File: src/rtl/mdu_ctrl_pkg.sv
// mdu_ctrl_pkg: shared widths, operation/state encodings and helpers for the
// iterative multiply/divide unit (mdu_ctrl, mdu_step).
package mdu_ctrl_pkg;

    localparam int unsigned XLEN  = 32;
    localparam int unsigned DLEN  = 64;
    localparam int unsigned CNT_W = 6;

    // Operation encodings
    localparam logic [1:0] MDU_MULT  = 2'b00;
    localparam logic [1:0] MDU_MULTU = 2'b01;
    localparam logic [1:0] MDU_DIV   = 2'b10;
    localparam logic [1:0] MDU_DIVU  = 2'b11;

    localparam logic [CNT_W-1:0] MDU_ITERS = CNT_W'(32);

    typedef enum logic [2:0] {
        MDU_S_IDLE = 3'd0,
        MDU_S_PREP = 3'd1,
        MDU_S_CALC = 3'd2,
        MDU_S_FIX  = 3'd3,
        MDU_S_DONE = 3'd4
    } mdu_state_e;

    // Request captured on an accepted start strobe
    typedef struct packed {
        logic [1:0]      op;
        logic [XLEN-1:0] num1;
        logic [XLEN-1:0] num2;
    } mdu_req_t;

    // Magnitude of v when interpreted as signed (sgn=1), else v unchanged
    function automatic logic [XLEN-1:0] mdu_abs(input logic [XLEN-1:0] v, input logic sgn);
        return (sgn && v[XLEN-1]) ? (~v + XLEN'(1)) : v;
    endfunction

endpackage

File: src/rtl/mdu_step.sv
// mdu_step: one combinational radix-2 iteration of the multiply/divide loop.
//   acc_i     : 64-bit working accumulator
//   operand_i : multiplicand (multiply) or divisor magnitude (divide)
//   div_i     : 1 = restoring-divide step, 0 = shift-add multiply step
//   acc_o     : next accumulator (divide: quotient LSB left at 0)
//   qbit_o    : quotient bit produced by a divide step (0 for multiply)
module mdu_step
    import mdu_ctrl_pkg::*;
(
    input  logic [DLEN-1:0] acc_i,
    input  logic [XLEN-1:0] operand_i,
    input  logic            div_i,
    output logic [DLEN-1:0] acc_o,
    output logic            qbit_o
);

    logic [XLEN:0]   sum;
    logic [XLEN:0]   rem_sh;
    logic [XLEN+1:0] diff;

    // Multiply: add into upper half with carry, then shift the whole 65-bit
    // value right. Divide: shift {rem, quot} left, then trial-subtract.
    always_comb begin
        acc_o  = '0;
        qbit_o = 1'b0;
        sum    = {1'b0, acc_i[DLEN-1:XLEN]}
               + (acc_i[0] ? {1'b0, operand_i} : (XLEN+1)'(0));
        rem_sh = acc_i[DLEN-1:XLEN-1];
        diff   = {1'b0, rem_sh} - {2'b00, operand_i};
        if (div_i) begin
            qbit_o = ~diff[XLEN+1];
            acc_o  = {(qbit_o ? diff[XLEN-1:0] : rem_sh[XLEN-1:0]),
                      acc_i[XLEN-2:0], 1'b0};
        end else begin
            acc_o  = {sum, acc_i[XLEN-1:1]};
        end
    end

endmodule

File: src/rtl/mdu_ctrl.sv
// mdu_ctrl: iterative MULT/MULTU/DIV/DIVU sequencer owning HI/LO.
// Build option: MDU_EARLY_OUT_EN - multiply leaves CALC once the remaining
// multiplier bits are zero (results unchanged, divide always 32 steps).
//   clk, rst        : clock, synchronous active-high reset
//   start, op       : request strobe (IDLE only) and operation
//   num1, num2      : rs (multiplicand/dividend), rt (multiplier/divisor)
//   hi_we, lo_we    : MTHI/MTLO enables with data wdata (IDLE/DONE only)
//   busy            : operation in flight (PREP..FIX)
//   done            : one-cycle pulse when HI/LO hold a new result
//   hi, lo          : architectural HI/LO registers
module mdu_ctrl
    import mdu_ctrl_pkg::*;
(
    input  logic            clk,
    input  logic            rst,
    input  logic            start,
    input  logic [1:0]      op,
    input  logic [XLEN-1:0] num1,
    input  logic [XLEN-1:0] num2,
    input  logic            hi_we,
    input  logic            lo_we,
    input  logic [XLEN-1:0] wdata,
    output logic            busy,
    output logic            done,
    output logic [XLEN-1:0] hi,
    output logic [XLEN-1:0] lo
);

    mdu_state_e       state_q, state_d;
    mdu_req_t         req_q, req_d;
    logic [XLEN-1:0]  opnd_q, opnd_d;
    logic [DLEN-1:0]  acc_q, acc_d;
    logic [CNT_W-1:0] cnt_q, cnt_d;
    logic             neg_q, neg_d;
    logic             rneg_q, rneg_d;
    logic             dz_q, dz_d;
    logic [XLEN-1:0]  hi_q, hi_d;
    logic [XLEN-1:0]  lo_q, lo_d;
    logic             busy_q, busy_d;
    logic             done_q, done_d;

    logic             op_div;
    logic             op_signed;
    logic [CNT_W-1:0] cnt_dec;
    logic [DLEN-1:0]  step_acc;
    logic             step_qbit;
    logic [XLEN-1:0]  mag_a;
    logic [XLEN-1:0]  mag_b;
    logic [DLEN-1:0]  prod;
    logic [DLEN-1:0]  prod_fix;
`ifdef MDU_EARLY_OUT_EN
    logic [XLEN-1:0]  rem_mask;
    logic             mul_empty;
`endif

    assign op_div    = req_q.op[1];
    assign op_signed = ~req_q.op[0];
    assign cnt_dec   = cnt_q - CNT_W'(1);

    mdu_step u_step (
        .acc_i     (acc_q),
        .operand_i (opnd_q),
        .div_i     (op_div),
        .acc_o     (step_acc),
        .qbit_o    (step_qbit)
    );

    // Next-state and datapath control
    always_comb begin
        state_d  = state_q;
        req_d    = req_q;
        opnd_d   = opnd_q;
        acc_d    = acc_q;
        cnt_d    = cnt_q;
        neg_d    = neg_q;
        rneg_d   = rneg_q;
        dz_d     = dz_q;
        hi_d     = hi_q;
        lo_d     = lo_q;
        mag_a    = mdu_abs(req_q.num1, op_signed);
        mag_b    = mdu_abs(req_q.num2, op_signed);
`ifdef MDU_EARLY_OUT_EN
        rem_mask  = '0;
        mul_empty = 1'b0;
        // Early exit leaves unconsumed multiplier bits at the bottom
        prod      = acc_q >> cnt_q;
`else
        prod      = acc_q;
`endif
        prod_fix = neg_q ? (~prod + DLEN'(1)) : prod;

        case (state_q)
            MDU_S_IDLE: begin
                if (start) begin
                    req_d   = '{op: op, num1: num1, num2: num2};
                    state_d = MDU_S_PREP;
                end else begin
                    if (hi_we) hi_d = wdata;
                    if (lo_we) lo_d = wdata;
                end
            end
            MDU_S_PREP: begin
                if (op_div) begin
                    acc_d  = {XLEN'(0), mag_a};
                    opnd_d = mag_b;
                end else begin
                    acc_d  = {XLEN'(0), mag_b};
                    opnd_d = mag_a;
                end
                neg_d   = op_signed & (req_q.num1[XLEN-1] ^ req_q.num2[XLEN-1]);
                rneg_d  = op_signed & req_q.num1[XLEN-1];
                dz_d    = op_div & (req_q.num2 == XLEN'(0));
                cnt_d   = MDU_ITERS;
                state_d = MDU_S_CALC;
            end
            MDU_S_CALC: begin
                acc_d = step_acc | DLEN'(step_qbit);
                cnt_d = cnt_dec;
                if (cnt_dec == CNT_W'(0)) state_d = MDU_S_FIX;
`ifdef MDU_EARLY_OUT_EN
                // Remaining multiplier bits sit in acc_d[cnt_dec-1:0]
                rem_mask  = XLEN'((DLEN'(1) << cnt_dec) - DLEN'(1));
                mul_empty = !op_div && ((acc_d[XLEN-1:0] & rem_mask) == XLEN'(0));
                if (mul_empty) state_d = MDU_S_FIX;
`endif
            end
            MDU_S_FIX: begin
                if (!op_div) begin
                    hi_d = prod_fix[DLEN-1:XLEN];
                    lo_d = prod_fix[XLEN-1:0];
                end else if (dz_q) begin
                    hi_d = req_q.num1;
                    lo_d = '1;
                end else begin
                    hi_d = rneg_q ? -acc_q[DLEN-1:XLEN] : acc_q[DLEN-1:XLEN];
                    lo_d = neg_q  ? -acc_q[XLEN-1:0]    : acc_q[XLEN-1:0];
                end
                state_d = MDU_S_DONE;
            end
            MDU_S_DONE: begin
                if (!start) begin
                    if (hi_we) hi_d = wdata;
                    if (lo_we) lo_d = wdata;
                end
                state_d = MDU_S_IDLE;
            end
            default: state_d = MDU_S_IDLE;
        endcase

        busy_d = (state_d == MDU_S_PREP) || (state_d == MDU_S_CALC) || (state_d == MDU_S_FIX);
        done_d = (state_d == MDU_S_DONE);
    end

    // State and output registers
    always_ff @(posedge clk) begin
        if (rst) begin
            state_q <= MDU_S_IDLE;
            req_q   <= '0;
            opnd_q  <= '0;
            acc_q   <= '0;
            cnt_q   <= '0;
            neg_q   <= 1'b0;
            rneg_q  <= 1'b0;
            dz_q    <= 1'b0;
            hi_q    <= '0;
            lo_q    <= '0;
            busy_q  <= 1'b0;
            done_q  <= 1'b0;
        end else begin
            state_q <= state_d;
            req_q   <= req_d;
            opnd_q  <= opnd_d;
            acc_q   <= acc_d;
            cnt_q   <= cnt_d;
            neg_q   <= neg_d;
            rneg_q  <= rneg_d;
            dz_q    <= dz_d;
            hi_q    <= hi_d;
            lo_q    <= lo_d;
            busy_q  <= busy_d;
            done_q  <= done_d;
        end
    end

    assign busy = busy_q;
    assign done = done_q;
    assign hi   = hi_q;
    assign lo   = lo_q;

endmodule

File: config.mk
export PLATFORM = sky130hd
export DESIGN_NAME = mdu_ctrl
export DESIGN_NICKNAME = d
export VERILOG_FILES = /design/src/rtl/mdu_ctrl_pkg.sv /design/src/rtl/mdu_step.sv /design/src/rtl/mdu_ctrl.sv
export SDC_FILE = /design/constraint.sdc
export NUM_CORES = 1
export LEC_CHECK = 0
export ABC_AREA = 1
export BUFFER_PORTS_ARGS = -buffer_cell sky130_fd_sc_hd__buf_4
export CAP_MARGIN = 40
export CORE_ASPECT_RATIO = 0.75
export CORE_MARGIN = 1
export CORE_UTILIZATION = 40
export CTS_CLUSTER_DIAMETER = 200
export DETAILED_ROUTE_END_ITERATION = 10
export GPL_ROUTABILITY_DRIVEN = 0
export HOLD_SLACK_MARGIN = 0.08
export PLACE_DENSITY = 0.56
export SETUP_SLACK_MARGIN = 0.1
export SYNTH_ARGS = -nofsm -noshare
export SYNTH_HDL_FRONTEND = slang
export SYNTH_SLANG_ARGS = --single-unit
File: constraint.sdc
create_clock -name clk -period 6.1 [get_ports clk]
set_clock_uncertainty 0.05 [all_clocks]
set_input_delay 0 -clock clk [delete_from_list [all_inputs] [get_ports clk]]
set_output_delay 0 -clock clk [all_outputs]
set_load 0.05 [all_outputs]
==> metrics.md, run 1 <==
| Metric | Value |
|---|---|
| Status | complete, no violations |
| DPL Wire Length | 75700 um |
| Cell with the most instances after synthesis | nand2_1 |
| Critical path fanouts, max | 33 |
| Final non-filler cell total | 4676 |
| Initial core utilization | 40.8% |
| CP max stage delay | 400 ps |
| Overall routing resource usage | 35.2% |
| Area contributors post-synth | dfxtp_1 (23%), nand2_1 (19%), a21oi_1 (8.6%), inv_1 (8.5%), nand3_1 (7.8%) |
| Max_cap viols | 0 |
| Register Area | 4810 um2 |
| RSZ-0062 raised after global routing | false |
| Top-area cell type share of the netlist area | 22.7% |
| Syn Nets | 3886 |
| Fin crit share | 55.0% |
| Pin count of the biggest net entering global routing | 149 |
| CP cell instances | buf_4, nand2_1, inv_1, ha_1, nand2_1, inv_1, nand2_1, inv_1, a21oi_1, nand3_1, nand2_1, inv_1, o21ai_0, nand2_1, nor2_1, nor2_1, nor2_1 |
| Mean Syn Cell Area | 5.70 um2 |
| #FFs+latches synth | 240 |
| Antenna violations before repair | 6 |
| Warnings from Yosys | 0 |
| Crit path top cell by count | nand2_1 |
| Final setup viols | 0 |
| Drt total wl | 96100 um |
| Fin. Hold Viols | 0 |
| Slew @ Worst Pin | 1040 ps |
| Synth area leader | dfxtp_1 |
| CTS Buffer Depth | 3 |
| Post-DR vias/cell | 5.47 |
| Die ar. | 53800 um2 |
| DR vias | 25577 |
| Rel. slew slack | 30.8% |
| Max VDD drop | 0.000220 V |
| Most frequent cells after synthesis | nand2_1 (1048), inv_1 (479), a21oi_1 (362) |
| Post-route setup slack | 2740 ps |
| Startpoint types | register |
| Max Slew Vio Count | 0 |
| Post-CTS sizing | 0 |
| Hold-fix buffers, CTS | 177 |
| H-tree depth | 1 |
| Fmax | 0.298 GHz |
| Final-layout fill cell count | 5601 |
| Worst path buffer plus inverter count | 5 |
| CP max stage cell | a21oi_1 |
| Clock latency on the worst-skew pair | 610 ps |
| Clock sinks | 240 |
| Grt ovf | 0 |
| First-pass GRT wire length | 144000 um |
| Family with the most delay on the worst path | simple AND/OR/NAND/NOR gates |
| Worst hold path class | input port to register |
| Vias in the first global route | 23246 |
| Rows | 72 |
| CP Data Arrival Time | 3830 ps |
| Top FF cell, synth | dfxtp_1 |
| Post CTS Setup Buffer Count | 0 |
| Placed cell area | 22900 um2 |
| Clock slew at reported path FFs | 60 ps |
| Crit. End Element | register |
| # nets final | 4123 |
| Pre-antenna DRT Iters | 6 |
| Multi-input logic area | 13800 um2 |
| Pwr/cell area | 254 nW/um2 |
| Setup CP Type | register to register |
| Asr flop ratio synth | 0% |
| CTS tree | yes |
| Fin crit period | 3360 ps |
| Post-DRT Antenna Nets | 0 |
| Mapped Cells | 3711 |
| Netlist cell types | 52 |
| Area delta synth->final | 21.4% |
| Lkg Pwr | 12.6 nW |
| CTS buffer count | 29 |
| WL/cell | 20.5 um |
| Share of layout cells above drive strength 1 | 8.16% |
| Die height | 201 um |
| Die Wd | 268 um |
| Finished Cell Area | 25700 um2 |
| Top Ports | 169 |
| Placed insts | 4443 |
| Placeable Area | 51900 um2 |
| Util after Layout | 49.5% |
| Place WS | 2940 ps |
| DRT iter0 DRCs | 3245 |
| PnR Total Power | 6.53 mW |
| Total Neg Setup Slack | 0 ps |
| CP required | 6570 ps |
| DRC | 0 |
| Hold slack | 201 ps |
| Post-Syn Area | 21200 um2 |
| Sequential area share after synthesis | 22.7% |
| Input/output buffers | 168 |
| Number of synthesized flops with an enable pin | 0 |
| CTS root buf | clkbuf_16 |
registers in the layout, summed over array words and instances, names as in the netlist, 3 cells and up:
signal,cells
acc_q,64
cnt_q,6
hi,32
lo,32
opnd_q,32
req_q,65
state_q,3
area by class of cell:
cell class / count / area share [%]
antenna: 3 / 0.0292
multi-input combinational: 2802 / 53.7
clock inverter: 13 / 0.667
timing repair buffer: 371 / 12.9
tap: 703 / 3.42
clock buffer: 40 / 3.18
inverter: 504 / 7.39
sequential: 240 / 18.7
cells by family (layout without fill, tap and decap cells):
family	after synthesis	after routing	share of synthesized area, %
xor gates and xnor gates	79	79	3.27
buffers and inverters	669	928	12.2
AOI/OAI and AO/OA	799	799	20.3
other	0	3	0
adders and majority gates	72	72	4.33
and+or+nand+nor	1852	1852	37.1
DFF	240	240	22.7
layout by cell type, fill, tap and decap left out, types with 13 or more instances in the layout:
master	instances
a21oi_1	362
a31oi_1	23
buf_4	188
clkbuf_16	29
dfxtp_1	238
dlygate4sd3_1	177
ha_1	70
inv_1	476
inv_2	22
nand2_1	1048
nand3_1	330
nand3b_1	22
nand4_1	50
nor2_1	314
nor2_2	13
nor3_1	24
o211ai_1	55
o21ai_0	284
o21ai_1	21
o22ai_1	21
xnor2_1	18
xor2_1	61
worst register-to-register path, delay by kind of cell (launching register included):
kind | cells | cell delay (ps)
AND/OR/NAND/NOR | 9 | 1200
adder cells (fa/ha/maj) | 1 | 270
buffers and inverters | 5 | 680
flip-flops | 1 | 390
AO/OA/AOI/OAI | 2 | 680
power breakdown:
part / internal (mW) / switching [mW] / total [mW] / leakage [nW]
logic: 0.831 / 2.00 / 2.83 / 10.1
registers: 1.70 / 0.156 / 1.85 / 1.97
clock network: 1.07 / 0.776 / 1.85 / 0.487
total: 3.60 / 2.93 / 6.53 / 12.6
layer usage:
metal | vias up | global-route usage [%] | routed length (um)
li1 | 12545 | - | -
met1 | 11604 | 50.4 | 42700
met2 | 1243 | 48.1 | 37200
met3 | 179 | 11.4 | 12100
met4 | 6 | 13.1 | 4060
met5 | - | 0 | 37
final timing paths:
path | endpoint | slack (ps) | cells past startpoint | startpoint
max reg2reg | acc_q[48]$_SDFFE_PP0P_ | 2740 | 17 | acc_q[0]$_SDFFE_PP0P_
min | lo[6]$_SDFFE_PP0P_ | 200 | 4 | wdata[6]
max | acc_q[48]$_SDFFE_PP0P_ | 2740 | 17 | acc_q[0]$_SDFFE_PP0P_
min reg2reg | cnt_q[3]$_SDFFE_PP0P_ | 450 | 2 | cnt_q[3]$_SDFFE_PP0P_
Power figures use the tool's default switching activity.
==> run 2, diff against run 1 <==
Settings changed: ABC_AREA 1 to 0.
Clock period 6.1 ns to 3.3 ns, I/O delays scaled along.
==> run 2 against run 1 <==
Effect of this change: the run now ends with DRC left; utilization grew 5.0 points; critical path type unchanged; sequential power grew 81%; maximum frequency grew 5.6%; setup slack lost 2600 ps; first-iteration DRC count shrank 17%.
==> metrics.md, run 2 <==
| Metric | Value |
|---|---|
| DR vias | 21123 (-17%) |
| Part of the power in combinational logic | 42.3% (-1.1 points) |
| Switching share of power | 38.7% (-6.2 points) |
| Clock slew at reported path FFs | 70 ps (about the same) |
| Max Slew Vio Count | 0 (unchanged) |
| Fin crit period | 3180 ps (-179 ps) |
| Vias in the first global route | 18924 (-19%) |
| End of the worst hold path | hi[11]$_SDFFE_PP0P_ |
| Most common cell after layout, fill and taps aside | buf_4 |
| Violated checks | DRC |
| Max_cap viols | 0 (unchanged) |
| CP cell instances | inv_1, ha_4, nand4_1, nor3_2, a21boi_0, a31oi_1, a2111oi_4, buf_4, buf_4, or4b_2, a22oi_1, a311oi_1 |
| Worst hold path class | input port to register |
| Mapped Cells | 2500 (-33%) |
| Setup CP Type | register to register |
| Top-area cell type share of the netlist area | 26.5% (+3.8 points) |
| Startpoint types | register |
| Largest Register | req_q |
| CP max stage delay | 600 ps (+200 ps) |
| Final-layout fill cell count | 4224 (-25%) |
| Initial core utilization | 40.5% (-0.27 points) |
| CP Data Arrival Time | 3570 ps (-260 ps) |
| WL/cell | 22.7 um (+10%) |
| Lkg Pwr | 9.95 nW (-21%) |
| CP max stage cell | or4b_2 |
| Critical path fanouts, max | 8 (-76%) |
| Hold slack | 149 ps (-52.7 ps) |
| Mean Syn Cell Area | 7.24 um2 (+27%) |
| Reg2Reg Setup Slack | 120 ps (-2620 ps) |
| Commonest cells after routing, fill and taps aside | buf_4 (385), nand2_1 (353), a21oi_1 (302), nor2_1 (237), dfxtp_1 (222) |
| Synth area leader | dfxtp_1 |
| Post-DR vias/cell | 6.04 (+10%) |
| Rows | 67 (-6.9%) |
| Die Wd | 248 um (-7.5%) |
| DRT iter0 DRCs | 2682 (-17%) |
| Max FFs per register | 65 (unchanged) |
| First-pass GRT wire length | 116000 um (-20%) |
| Max VDD drop | 0.000352 V (+60%) |
| Sequential area share after synthesis | 26.5% (+3.8 points) |
| CTS tree | yes |
| Register-to-Register Path Depth | 12 (-5) |
| Area delta synth->final | 34.7% |
| Syn Nets | 2675 (-31%) |
| Sequential share of power | 29.3% (+0.9 points) |
| Cell with the most instances after synthesis | nand2_1 |
| Fmax | 0.315 GHz (+5.6%) |
| Antenna violations before repair | 3 (-3) |
| Fin. Hold Viols | 0 (unchanged) |
| Netlist cell types | 87 (+67%) |
| Clock sinks | 240 (unchanged) |
| Warnings from Yosys | 0 (unchanged) |
| Register Area | 4830 um2 (+0.47%) |
| CTS Buffer Depth | 3 (unchanged) |
| Clock Power Share | 28.5% (+0.2 points) |
| Input/output buffers | 168 (unchanged) |
| Worst Hold Launch | start |
| Share of layout cells above drive strength 1 | 20.5% (+12 points) |
| Fin crit share | 96.3% (+41 points) |
| #FFs+latches synth | 240 (unchanged) |
| # nets final | 3065 (-26%) |
| Placeable Area | 44700 um2 (-14%) |
| Asr flop ratio synth | 0% (unchanged) |
| H-tree depth | 1 (unchanged) |
| Most frequent cells after synthesis | nand2_1 (356), a21oi_1 (313), nor2_1 (246) |
| Critical R2R Launch | opnd_q[28]$_SDFFE_PP0P_ |
| Top FF cell, synth | dfxtp_1 |
| Crit path top cell by count | buf_4 |
| Clock latency on the worst-skew pair | 580 ps (-30 ps) |
| Die ar. | 46100 um2 (-14%) |
| Worst Hold Depth | 6 (+2) |
| Int Pwr | 7.01 mW (+95%) |
| P_sw | 4.42 mW (+51%) |
| R2R Path End | acc_q[60]$_SDFFE_PP0P_ |
| N_diodes | 0 (-3) |
| Status | complete, but fails checks |
| Overall routing resource usage | 32.7% (-2.5 points) |
| Pre-antenna DRT Iters | 11 (+5) |
| Final setup viols | 0 (unchanged) |
| Biggest regs | req_q (65), acc_q (64) |
| Grt ovf | 0 (unchanged) |
| RSZ-0062 raised after global routing | true |
| Top Ports | 169 (unchanged) |
| DRC | 13 (+13) |
| DPL Wire Length | 58000 um (-23%) |
| Multi-input logic area | 12900 um2 (-6.5%) |
| Drt total wl | 79200 um (-18%) |
| Slew @ Worst Pin | 769 ps (-270 ps) |
| Util after Layout | 54.5% (+5.0 points) |
| Pwr/cell area | 469 nW/um2 (+85%) |
| CTS buffer count | 27 (-6.9%) |
| Die height | 186 um (-7.4%) |
| CTS root buf | clkbuf_16 |
| Number of synthesized flops with an enable pin | 0 (unchanged) |
| Post-Syn Area | 18100 um2 (-14%) |
| Crit. End Element | register |
| Rel. slew slack | 48.8% (+18 points) |
| Post-DRT Antenna Nets | 0 (unchanged) |
| Pin count of the biggest net entering global routing | 134 (-10%) |
| Area contributors post-synth | dfxtp_1 (27%), a21oi_1 (8.7%), nand2_1 (7.4%), xnor2_1 (5.3%), nor2_1 (5.1%) |
| CP required | 3700 ps (-2870 ps) |
## run 2: cell types whose count changed after synthesis, sizes merged, moves of 27 or more
cell,previous run,this run
o21ai,307,137
mux2i,0,60
clkbuf,113,167
nor2,333,246
nand2b,0,30
nand4,50,12
o221ai,2,37
nand2,1061,356
xnor2,18,110
buf,52,25
inv,500,75
a21oi,363,313
a211oi,0,42
nand3,340,26
## run 2: how the worst max path moves through the flow
stage / start / endpoint / slack, ps / cells past startpoint
2_1_floorplan: acc_q[0]$_SDFFE_PP0P_ / acc_q[48]$_SDFFE_PP0P_ / 150 / 14
3_3_place_gp: acc_q[32]$_SDFFE_PP0P_ / acc_q[55]$_SDFFE_PP0P_ / 0.4 / 13
3_5_place_dp: acc_q[33]$_SDFFE_PP0P_ / hi[16]$_SDFFE_PP0P_ / -120 / 11
4_1_cts: acc_q[0]$_SDFFE_PP0P_ / acc_q[58]$_SDFFE_PP0P_ / 40 / 15
5_1_grt: acc_q[0]$_SDFFE_PP0P_ / acc_q[55]$_SDFFE_PP0P_ / 60 / 14
6_report: opnd_q[28]$_SDFFE_PP0P_ / acc_q[60]$_SDFFE_PP0P_ / 120 / 12
## run 2: logic make-up (layout without fill, tap and decap cells)
family	Yosys count	in the layout	share of synthesized area (%)
XOR/XNOR	164	164	7.94
AND/OR/NAND/NOR	866	866	22.0
buffers and inverters	268	677	5.79
flip-flops	240	240	26.5
AO/OA/AOI/OAI	825	825	29.1
adder cells (fa/ha/maj)	72	72	5.06
multiplexers	65	65	3.63
## run 2: cell type report
cell class | instances | share of cell area (%)
clock buffer | 39 | 3.16
clock inverter | 9 | 0.626
inverter | 75 | 1.18
multi-input combinational | 1992 | 52.9
sequential | 240 | 19.8
tap | 586 | 3.01
timing repair buffer | 554 | 19.3
## run 2: metal layers
| metal | global-route usage, % | share of wire (%) | up-vias |
|---|---|---|---|
| met2 | 47.1 | 41 | 1124 |
| met1 | 48.5 | 45 | 10047 |
| met4 | 9.74 | 3.4 | 4 |
| met5 | 0 | 0.039 | - |
| met3 | 6.31 | 11 | 154 |
| li1 | - | - | 9794 |
## run 2: what timing repair did
| action | 4_1_cts | 5_1_grt |
|---|---|---|
| endpoints found under the setup margin | 21 | 60 |
| buffers inserted | 4 | 16 |
| gates cloned | 2 | 4 |
| hold endpoints to repair | 163 | 0 |
| resized for setup | 38 | 113 |
| pin swaps | 6 | 30 |
| hold buffers | 156 | 0 |
## run 2: critical path, delay by kind of cell (launching register included)
family                   cells  cell delay, ps
flip-flops                   1             430
buffers and inverters        3             460
AO/OA/AOI/OAI                5             730
AND/OR/NAND/NOR              3            1030
adder cells (fa/ha/maj)      1             330
## run 2: metrics by stage
stage	worst slack, ps	power (mW)	instances	cell area [um2]	setup TNS (ps)
2_1_floorplan	149	5.84	2500	18100	0
3_3_place_gp	0.360	7.36	3265	21000	0
3_5_place_dp	-122	7.39	3265	21000	-192
4_1_cts	44.0	11.0	3475	23700	0
5_1_grt	59.3	11.8	3495	24400	0
6_report	123	11.4	3495	24400	0
## run 2: power groups by stage
| stage | logic (mW) | registers, mW | clock network (mW) |
|---|---|---|---|
| 2_1_floorplan | 2.29 | 3.54 | 0 |
| 3_3_place_gp | 3.98 | 3.38 | 0 |
| 3_5_place_dp | 4.00 | 3.38 | 0 |
| 4_1_cts | 4.40 | 3.32 | 3.27 |
| 5_1_grt | 5.10 | 3.36 | 3.39 |
| 6_report | 4.83 | 3.34 | 3.25 |
